**src/rtl/mips_bus_bridge.sv**
```systemverilog
// Single-outstanding bridge from the MIPS data port to data memory and N_DEV
// memory-mapped device windows, with per-target wait states and fault reporting.
module mips_bus_bridge #(
   parameter int                  N_DEV    = 2,
   parameter logic [31:0]         DM_LIMIT = 32'h0000_3000,
   parameter logic [N_DEV*32-1:0] DEV_BASE = {32'h7F10, 32'h7F00},
   parameter logic [N_DEV*32-1:0] DEV_SIZE = {32'hC, 32'hC},
   parameter logic [N_DEV*4-1:0]  DEV_WAIT = {4'd0, 4'd0},
   parameter logic [3:0]          DM_WAIT  = 4'd0
) (
   input  logic                  i_clk,
   input  logic                  i_rst_n,
   input  logic                  i_req,
   input  logic [31:0]           i_addr,
   input  logic [31:0]           i_wdata,
   input  logic [3:0]            i_byteen,
   output logic                  o_ready,
   output logic [31:0]           o_rdata,
   output logic                  o_err,
   output logic                  o_busy,
   output logic [7:0]            o_err_cnt,
   output logic [31:0]           o_dm_addr,
   output logic [31:0]           o_dm_wdata,
   output logic [3:0]            o_dm_byteen,
   input  logic [31:0]           i_dm_rdata,
   output logic [31:0]           o_dev_addr,
   output logic [31:0]           o_dev_wdata,
   output logic [N_DEV-1:0]      o_dev_sel,
   output logic [N_DEV-1:0]      o_dev_we,
   input  logic [32*N_DEV-1:0]   i_dev_rdata
);

   typedef enum logic [1:0] {IDLE, ACCESS, RESP} state_t;

   state_t      state_q, state_d;
   logic [31:0] addr_q, wdata_q, rdata_q, rdata_d;
   logic [3:0]  byteen_q, cnt_q;
   logic [2:0]  slot_q;
   logic        is_dm_q, err_q;
   logic [7:0]  err_cnt_q;

   logic        dec_dm, dec_hit, dec_fault;
   logic [2:0]  dec_slot;
   logic [3:0]  dec_wait;
   logic        last, wr;

   // Descending scan so the lowest-index matching window wins.
   always_comb begin
      dec_dm   = i_addr < DM_LIMIT;
      dec_hit  = 1'b0;
      dec_slot = '0;
      dec_wait = DM_WAIT;
      for (int k = N_DEV-1; k >= 0; k--) begin
         if (i_addr >= DEV_BASE[32*k +: 32] &&
             (i_addr - DEV_BASE[32*k +: 32]) < DEV_SIZE[32*k +: 32]) begin
            dec_hit  = 1'b1;
            dec_slot = 3'(k);
            dec_wait = DEV_WAIT[4*k +: 4];
         end
      end
      if (dec_dm) dec_wait = DM_WAIT;
      dec_fault = !dec_dm && (!dec_hit || i_addr[1:0] != 2'b00 ||
                              (i_byteen != 4'h0 && i_byteen != 4'hF));
   end

   assign last = (state_q == ACCESS) && (cnt_q == 4'd0);
   assign wr   = byteen_q != 4'h0;

   always_comb begin
      state_d = state_q;
      case (state_q)
         IDLE:    if (i_req) state_d = dec_fault ? RESP : ACCESS;
         ACCESS:  if (cnt_q == 4'd0) state_d = RESP;
         RESP:    state_d = IDLE;
         default: state_d = IDLE;
      endcase
   end

   always_ff @(posedge i_clk or negedge i_rst_n) begin
      if (!i_rst_n) state_q <= IDLE;
      else          state_q <= state_d;
   end

   always_comb begin
      rdata_d = '0;
      if (is_dm_q) rdata_d = i_dm_rdata;
      else begin
         for (int k = 0; k < N_DEV; k++)
            if (slot_q == 3'(k)) rdata_d = i_dev_rdata[32*k +: 32];
      end
      if (wr) rdata_d = '0;
   end

   always_ff @(posedge i_clk or negedge i_rst_n) begin
      if (!i_rst_n) begin
         addr_q    <= '0;
         wdata_q   <= '0;
         byteen_q  <= '0;
         cnt_q     <= '0;
         slot_q    <= '0;
         is_dm_q   <= 1'b0;
         err_q     <= 1'b0;
         rdata_q   <= '0;
         err_cnt_q <= '0;
      end else begin
         if (state_q == IDLE && i_req) begin
            addr_q   <= i_addr;
            wdata_q  <= i_wdata;
            byteen_q <= i_byteen;
            cnt_q    <= dec_wait;
            slot_q   <= dec_slot;
            is_dm_q  <= dec_dm;
            err_q    <= dec_fault;
            rdata_q  <= '0;
         end else if (state_q == ACCESS) begin
            if (cnt_q != 4'd0) cnt_q   <= cnt_q - 4'd1;
            else               rdata_q <= rdata_d;
         end
         if (state_q == RESP && err_q && err_cnt_q != 8'hFF)
            err_cnt_q <= err_cnt_q + 8'd1;
      end
   end

   // Selects and strobes are purely combinational from state so an async reset drops them at once.
   always_comb begin
      o_dev_sel   = '0;
      o_dev_we    = '0;
      o_dm_byteen = '0;
      if (state_q == ACCESS) begin
         if (is_dm_q) begin
            if (last) o_dm_byteen = byteen_q;
         end else begin
            for (int k = 0; k < N_DEV; k++) begin
               o_dev_sel[k] = slot_q == 3'(k);
               o_dev_we[k]  = (slot_q == 3'(k)) && last && wr;
            end
         end
      end
   end

   assign o_ready     = state_q == RESP;
   assign o_err       = (state_q == RESP) && err_q;
   assign o_busy      = state_q != IDLE;
   assign o_rdata     = rdata_q;
   assign o_err_cnt   = err_cnt_q;
   assign o_dm_addr   = addr_q;
   assign o_dev_addr  = addr_q;
   assign o_dm_wdata  = wdata_q;
   assign o_dev_wdata = wdata_q;

endmodule

```
**config.mk**
```make
export PLATFORM = sky130hd
export DESIGN_NAME = mips_bus_bridge
export DESIGN_NICKNAME = d
export VERILOG_FILES = /design/src/rtl/mips_bus_bridge.sv
export SDC_FILE = /design/constraint.sdc
export NUM_CORES = 1
export LEC_CHECK = 0
export BUFFER_PORTS_ARGS = -buffer_cell sky130_fd_sc_hd__buf_2
export CORE_MARGIN = 5
export CORE_UTILIZATION = 41
export CTS_CLUSTER_DIAMETER = 50
export DETAILED_ROUTE_END_ITERATION = 10
export GPL_TIMING_DRIVEN = 0
export PLACE_DENSITY_LB_ADDON = 0.12
export REMOVE_ABC_BUFFERS = 1
export SYNTH_ARGS = -nofsm -noshare
export SYNTH_HDL_FRONTEND = slang
export SYNTH_SLANG_ARGS = --single-unit
```
**constraint.sdc**
```tcl
create_clock -name i_clk -period 1.6 [get_ports i_clk]
set_input_delay 0.32 -clock i_clk [delete_from_list [all_inputs] [get_ports i_clk]]
set_output_delay 0.32 -clock i_clk [all_outputs]
set_load 0.03 [all_outputs]
```
==> out/qor.json, run 1 <==
{
  "numClockSinks": 117,
  "clk_root_buffer_cell": "sky130_fd_sc_hd__clkbuf_16",
  "seqPwrFrac_pct": 35.5,
  "ys.warnings.count": 0,
  "synth.area.top_cells": "sky130_fd_sc_hd__dfrtp_1 47%, sky130_fd_sc_hd__nand2_1 15%, sky130_fd_sc_hd__buf_4 8.1%",
  "die_x_um": 133,
  "post_drt_wl_per_cell_um": 17.5,
  "pin_count": 346,
  "synth_top_area_share_pct": 47.3,
  "final-max-slew-violation-count": 0,
  "fin_ws_ps": -321,
  "combPwrFrac_pct": 26.6,
  "vias_in_the_first_global_route": 5992,
  "report.final.setup_viol": 16,
  "placeableCoreArea_mm2": 0.0150,
  "port_buffers": 345,
  "type_of_the_tightest_min_delay_check": "in -> reg",
  "avgViaCountPerCell": 4.98,
  "area_of_the_die_mm2": 0.0177,
  "share_clk_of_total_power_pct": 37.9,
  "synth_seq_area_share_pct": 47.3,
  "tritoncts_clock_tree": "built",
  "grt_max_degree": 84,
  "synth_enable_flop_cells": 0,
  "dr_total_vias": 6225,
  "syn_area_mm2": 0.00620,
  "ratio_of_cells_with_drive_above_1_in_the_final_layout_pct": 45.1,
  "grt_first_pass_wirelength_mm": 32.1,
  "min_period_over_period_pct": 120,
  "timing.max_slew.rel_slack_pct": 68.7,
  "worstPathRequired_ps": 1280,
  "cts.clk_slew.worst_paths_ps": 60,
  "number_of_filler_instances_in_the_final_layout": 1339,
  "ys_types": 52,
  "grt_overflow": 0,
  "dp_slack_ps": -1210,
  "leakagePower_uw": 0.00479,
  "drt-pass1-iter-count": 5,
  "clk_lat_worst_skew_ps": 410,
  "place_hpwl_mm": 14.3,
  "timing_hold_violations_final": 0,
  "std_cell_rows": 45,
  "track_usage_pct": 22.8,
  "ys_top_cells_by_count": "253 x sky130_fd_sc_hd__nand2_1, 117 x sky130_fd_sc_hd__dfrtp_1, 67 x sky130_fd_sc_hd__buf_4",
  "commonest_register_cell_after_synthesis": "sky130_fd_sc_hd__dfrtp_1",
  "place_congestion": 0.842,
  "cts-htree-levels": 4,
  "design_area_mm2": 0.00910,
  "critical_path.max_fanout": 3,
  "max_clock_freq_mhz": 521,
  "postSynth.asyncResetShare_pct": 100,
  "rsz0062_at_grt": "true",
  "setup.worst_path.class": "reg -> out",
  "die_height_um": 133,
  "worst_setup_path_end_kind": "output pin",
  "post_synth.cell_area_avg_um2": 8.43,
  "timing_worst_slew_pin_value_ps": 465,
  "outcome": "complete, but fails checks",
  "num_antenna_cells": 0,
  "violations": "negative setup slack",
  "route.detailed.drc": 0,
  "routed_wirelength_mm": 21.9,
  "grt_antenna_before_repair": 0,
  "route.antenna.remaining_nets": 0,
  "nets": 1219,
  "layout_skew_ps": 10.4,
  "area_growth_pct": 46.8,
  "critPathLaunchType": "register",
  "synth.largest_area_cell": "sky130_fd_sc_hd__dfrtp_1",
  "p_sw_share_pct": 35.3,
  "layout_min_cycle_time_ps": 1920,
  "number_of_buffers_between_clock_root_and_the_deepest_sink": 2,
  "internal-power_uw": 6420,
  "drt-initial-drc-count": 286,
  "synth_cells": 735,
  "power_density_mw_per_mm2": 1090,
  "floorplan.initialDensity_pct": 41.2,
  "p_sw_uw": 3510,
  "yosys_register_bits": 117,
  "crit_path_arrival_time_ps": 1600,
  "cts-buffers-inserted": 17,
  "maximum_vdd_drop_uv": 781,
  "yosysMostFrequentCell": "sky130_fd_sc_hd__nand2_1",
  "area_post_placement_mm2": 0.00763,
  "max_cap_violations": 0
}
## cells in the final DEF, fill, tap and decap left out, drive strengths merged, types with 2 or more instances in the layout
cell type / Yosys / layout
nand2: 253 / 255
nor2: 53 / 53
nor4: 14 / 15
nor4b: 2 / 2
xnor2: 8 / 8
clkinv: 0 / 9
ha: 2 / 2
buf: 75 / 383
o31ai: 5 / 5
o31a: 2 / 2
xor2: 7 / 7
nand2b: 2 / 2
and2: 1 / 4
clkbuf: 27 / 22
mux2i: 32 / 32
o21ai: 38 / 38
nor3: 9 / 9
nand4: 8 / 8
bufinv: 0 / 2
dfrtp: 117 / 117
or3: 2 / 2
nand3: 11 / 14
inv: 7 / 9
nor2b: 3 / 3
or2: 2 / 2
a21oi: 35 / 35
and3: 5 / 5
## metal layers
layer / vias up / global-route usage (%) / part of all wire, %
met5: - / 0 / 0
met4: 0 / 5.77 / 0.93
met3: 15 / 6.20 / 7.2
met2: 277 / 39.9 / 52
met1: 2926 / 27.9 / 40
li1: 3007 / - / -
## layout make-up
cell class | instances | area [µm²] | share of cell area, %
well taps | 188 | 235 | 2.59
clock buffers | 18 | 439 | 4.83
clock inverters | 14 | 153 | 1.68
repair buffers | 389 | 2280 | 25.1
flip-flops and latches | 117 | 2930 | 32.3
multi-input cells | 518 | 3030 | 33.3
inverters | 7 | 26.3 | 0.289
## flip-flops by register name, summed over array words and instances (netlist names)
name         count
o_dev_addr      32
o_dev_wdata     32
o_rdata         32
o_err_cnt        8
byteen_q         4
cnt_q            4
state_q          2
err_q            1
is_dm_q          1
slot_q           1
## what timing repair did
item	4_1_cts	5_1_grt
hold buffers	1	0
endpoints found under the setup margin	125	104
gates cloned	5	5
gates resized for setup	64	48
buffers inserted	16	22
endpoints found under the hold margin	34	0
pin swaps	19	20
## critical path, cell delays in order, from the launching register on
cell	delay [ps]
sky130_fd_sc_hd__dfrtp_1	390
sky130_fd_sc_hd__inv_2	90
sky130_fd_sc_hd__ha_4	170
sky130_fd_sc_hd__nand3_4	110
sky130_fd_sc_hd__nor4_4	280
sky130_fd_sc_hd__buf_6	170
## metrics by stage
| step | total power [µW] | utilization, % | setup TNS (ps) | hold WS (ps) | cells |
|---|---|---|---|---|---|
| 6_report | 9930 | 60.5 | -3160 | 91.5 | 1251 |
| 5_1_grt | 10400 | 60.5 | -4380 | 85.8 | 1251 |
| 4_1_cts | 9880 | 57.8 | -4580 | 77.0 | 1224 |
| 3_5_place_dp | 6010 | 50.8 | -55860 | 241 | 1170 |
| 3_3_place_gp | 5980 | 50.0 | -388800 | 463 | 1166 |
| 2_1_floorplan | 4990 | - | -93790 | 24.4 | 633 |
## worst paths after layout
check | from | to | slack [ps] | depth (start not counted)
min in group asynchronous | i_rst_n | o_rdata[9] | 400 | 2
setup / recovery | cnt_q[0] | o_dev_we[0] | -320 | 5
hold reg to reg | o_rdata[14] | o_rdata[14] | 480 | 2
max in group asynchronous | i_rst_n | cnt_q[2] | 450 | 3
hold / removal | i_wdata[27] | o_dev_wdata[27] | 90 | 3
setup reg to reg | state_q[1] | o_err_cnt[7] | -20 | 6
## power by group through the flow
stage	Clock [µW]	Sequential, µW	Combinational (µW)
after floorplan	0	4520	476
after global placement	0	3560	2420
after detailed placement	0	3560	2450
after CTS	3820	3530	2520
after global routing	3960	3580	2820
final	3760	3530	2640
## kinds of logic (layout without fill, tap and decap cells)
family | Yosys count | count (layout) | share of synthesized area (%)
AOI/OAI and AO/OA | 90 | 90 | 8.62
xor gates and xnor gates | 15 | 15 | 2.12
adders and majority gates | 2 | 2 | 0.404
buffers and inverters | 109 | 428 | 10.8
DFF | 117 | 117 | 47.3
muxes | 33 | 33 | 5.35
and+or+nand+nor | 369 | 378 | 25.4
(Power assumes the default switching activity.)
==> inputs of run 2 (changes only) <==
PLACE_DENSITY = 0.76   (was unset)
PLACE_DENSITY_LB_ADDON = unset   (was 0.12)
SKIP_CTS_REPAIR_TIMING = 1   (was unset)
==> run 2 against run 1 <==
  * The flow still finishes with violations (negative setup slack)
  * Combinational power rose by 3%
  * Non-clock buffer count grew 2
  * First-iteration DRC count rose by 10%
  * Clock skew decreased by 1.1 ps
  * Largest cell class unchanged
==> out/qor.json, run 2 (synthesis results as in run 1) <==
{
  "worstPathRequired": {"value": 1280, "unit": "ps", "change": "about the same"},
  "place_congestion": {"value": 0.895, "change": "+6.3%"},
  "final_core_util": {"value": 60.6, "unit": "%", "change": "about the same"},
  "grt_antenna_before_repair": {"value": 3, "change": "+3"},
  "seqPwrFrac": {"value": 34.0, "unit": "%", "change": "-1.5 points"},
  "stdcell_count": {"value": 1254, "change": "+0.24%"},
  "ordered_cell_list_for_the_critical_path": "inv_2, ha_4, nand2_4, nor2_4, and3_4, buf_6",
  "timing_hold_violations_final": {"value": 0, "change": "unchanged"},
  "die_height": {"value": 133, "unit": "µm", "change": "unchanged"},
  "area_growth": {"value": 46.9, "unit": "%", "change": "about the same"},
  "timing_worst_slew_pin_value": {"value": 550, "unit": "ps", "change": "+85.1 ps"},
  "num_antenna_cells": {"value": 0, "change": "unchanged"},
  "total_power": {"value": 10400, "unit": "µW", "change": "+4.7%"},
  "floorplan.initialDensity": {"value": 41.2, "unit": "%", "change": "unchanged"},
  "place_hpwl": {"value": 14.1, "unit": "mm", "change": "-1.6%"},
  "cp_slowest_stage_delay": {"value": 400, "unit": "ps", "change": "about the same"},
  "timing.max_slew.rel_slack": {"value": 63.3, "unit": "%", "change": "-5.4 points"},
  "avgViaCountPerCell": {"value": 5.10, "change": "+2.5%"},
  "dr_total_vias": {"value": 6393, "change": "+2.7%"},
  "layout_skew": {"value": 9.36, "unit": "ps", "change": "-1.09 ps"},
  "drt-pass1-iter-count": {"value": 6, "change": "+1"},
  "critPathLaunchType": "register",
  "placed_cell_count": {"value": 1170, "change": "unchanged"},
  "track_usage": {"value": 20.5, "unit": "%", "change": "-2.3 points"},
  "crit_path_arrival_time": {"value": 1670, "unit": "ps", "change": "+70 ps"},
  "report.final.setup_viol": {"value": 17, "change": "+1"},
  "slowest_stage": "sky130_fd_sc_hd__dfrtp_1",
  "type_of_the_tightest_min_delay_check": "in -> reg",
  "grt_max_degree": {"value": 76, "change": "-9.5%"},
  "max_cap_violations": {"value": 0, "change": "unchanged"},
  "routed_wirelength": {"value": 22.9, "unit": "mm", "change": "+4.4%"},
  "std_cell_rows": {"value": 45, "change": "unchanged"},
  "outcome": "complete, but fails checks",
  "pin_count": {"value": 346, "change": "unchanged"},
  "worst_setup_path_end_kind": "output pin",
  "p_sw_share": {"value": 33.5, "unit": "%", "change": "-1.9 points"},
  "fin_ws": {"value": -388, "unit": "ps", "change": "-67.5 ps"},
  "post_drt_wl_per_cell": {"value": 18.2, "unit": "µm", "change": "+4.2%"},
  "number_of_buffers_between_clock_root_and_the_deepest_sink": {"value": 2, "change": "unchanged"},
  "drt-initial-drc-count": {"value": 316, "change": "+10%"},
  "setup.worst_path.class": "reg -> out",
  "internal-power": {"value": 6910, "unit": "µW", "change": "+7.7%"},
  "route.antenna.remaining_nets": {"value": 0, "change": "unchanged"},
  "numClockSinks": {"value": 117, "change": "unchanged"},
  "vias_in_the_first_global_route": {"value": 5795, "change": "-3.3%"},
  "grt_overflow": {"value": 0, "change": "unchanged"},
  "dp_slack": {"value": -1170, "unit": "ps", "change": "+44.9 ps"},
  "max_clock_freq": {"value": 503, "unit": "MHz", "change": "-3.4%"},
  "combPwrFrac": {"value": 26.1, "unit": "%", "change": "-0.5 points"},
  "rsz0062_at_grt": "true",
  "clk_lat_worst_skew": {"value": 410, "unit": "ps", "change": "about the same"},
  "port_buffers": {"value": 345, "change": "unchanged"},
  "final-max-slew-violation-count": {"value": 0, "change": "unchanged"},
  "violations": "negative setup slack",
  "min_period_over_period": {"value": 124, "unit": "%", "change": "+4.2 points"},
  "layout_commonest_cell": "sky130_fd_sc_hd__buf_2",
  "tritoncts_clock_tree": "built",
  "route.detailed.drc": {"value": 0, "change": "unchanged"},
  "cts-buffers-inserted": {"value": 17, "change": "unchanged"},
  "grt_first_pass_wirelength": {"value": 29.3, "unit": "mm", "change": "-8.7%"},
  "share_clk_of_total_power": {"value": 39.9, "unit": "%", "change": "+2.0 points"},
  "cts.clk_slew.worst_paths": {"value": 50, "unit": "ps", "change": "about the same"},
  "area_of_the_die": {"value": 0.0177, "unit": "mm²", "change": "unchanged"},
  "ratio_of_cells_with_drive_above_1_in_the_final_layout": {"value": 45.3, "unit": "%", "change": "+0.25 points"},
  "critical_path.max_fanout": {"value": 7, "change": "+4"},
  "power_density": {"value": 1140, "unit": "mW/mm²", "change": "+4.6%"},
  "nets": {"value": 1222, "change": "+0.25%"},
  "p_sw": {"value": 3480, "unit": "µW", "change": "-0.86%"},
  "layout_min_cycle_time": {"value": 1990, "unit": "ps", "change": "+67.5 ps"},
  "placeableCoreArea": {"value": 0.0150, "unit": "mm²", "change": "unchanged"},
  "leakagePower": {"value": 0.00481, "unit": "µW", "change": "+0.33%"},
  "most-common-layout-cells": "325 x sky130_fd_sc_hd__buf_2, 248 x sky130_fd_sc_hd__nand2_1, 112 x sky130_fd_sc_hd__dfrtp_1, 47 x sky130_fd_sc_hd__nor2_1, 44 x sky130_fd_sc_hd__buf_4",
  "clk_root_buffer_cell": "sky130_fd_sc_hd__clkbuf_16",
  "maximum_vdd_drop": {"value": 748, "unit": "µV", "change": "-4.1%"},
  "die_x": {"value": 133, "unit": "µm", "change": "unchanged"},
  "cts-htree-levels": {"value": 4, "change": "unchanged"}
}
## run 2: area by class of cell
cell class / instances / area (µm²)
Tap cell: 188 / 235
Clock buffer: 23 / 458
Fill cell: 1314 / 5930
Timing Repair Buffer: 391 / 2260
Multi-Input combinational cell: 519 / 3010
Inverter: 7 / 26.3
Sequential cell: 117 / 2940
Clock inverter: 9 / 175
## run 2: final timing paths
kind | from | end | slack (ps) | cells after the start
max in group asynchronous | i_rst_n | slot_q[0] | 460 | 3
setup / recovery | cnt_q[0] | o_dm_byteen[0] | -390 | 6
hold / removal | i_wdata[18] | o_dev_wdata[18] | 100 | 3
min in group asynchronous | i_rst_n | o_rdata[13] | 430 | 2
setup reg to reg | o_err_cnt[1] | o_err_cnt[7] | -130 | 7
hold reg to reg | o_rdata[29] | o_rdata[29] | 480 | 2
## run 2: per-layer routing
layer	part of all wire, %	wire, µm	vias to the layer above	GRT usage [%]
met2	51	11600	348	34.7
met3	8.1	1850	48	6.27
li1	-	-	3018	-
met4	2.2	502	2	7.51
met1	39	8880	2977	24.6
met5	0.031	7	-	0
## run 2: power by group through the flow
| stage | sequential, µW | clock, µW | combinational (µW) |
|---|---|---|---|
| 6_report | 3530 | 4150 | 2720 |
| 4_1_cts | 3520 | 4210 | 2450 |
| 5_1_grt | 3570 | 4350 | 2890 |
| 3_3_place_gp | 3560 | 0 | 2410 |
| 3_5_place_dp | 3560 | 0 | 2460 |
| 2_1_floorplan | 4520 | 0 | 476 |
## run 2: critical path, delay by kind of cell (launching register included)
family	cells	cell delay, ps
adders and majority gates	1	160
buffers and inverters	2	220
DFF	1	400
and+or+nand+nor	3	480
## run 2: per-stage QoR
stage          instance area (µm²)  hold WS (ps)  setup TNS [ps]
4_1_cts                       8260          -136          -53400
2_1_floorplan                 5550          24.4          -93790
6_report                      9100          96.1           -3690
3_5_place_dp                  7620           317          -51590
3_3_place_gp                  7510           462         -366990
5_1_grt                       9100          81.8           -6370
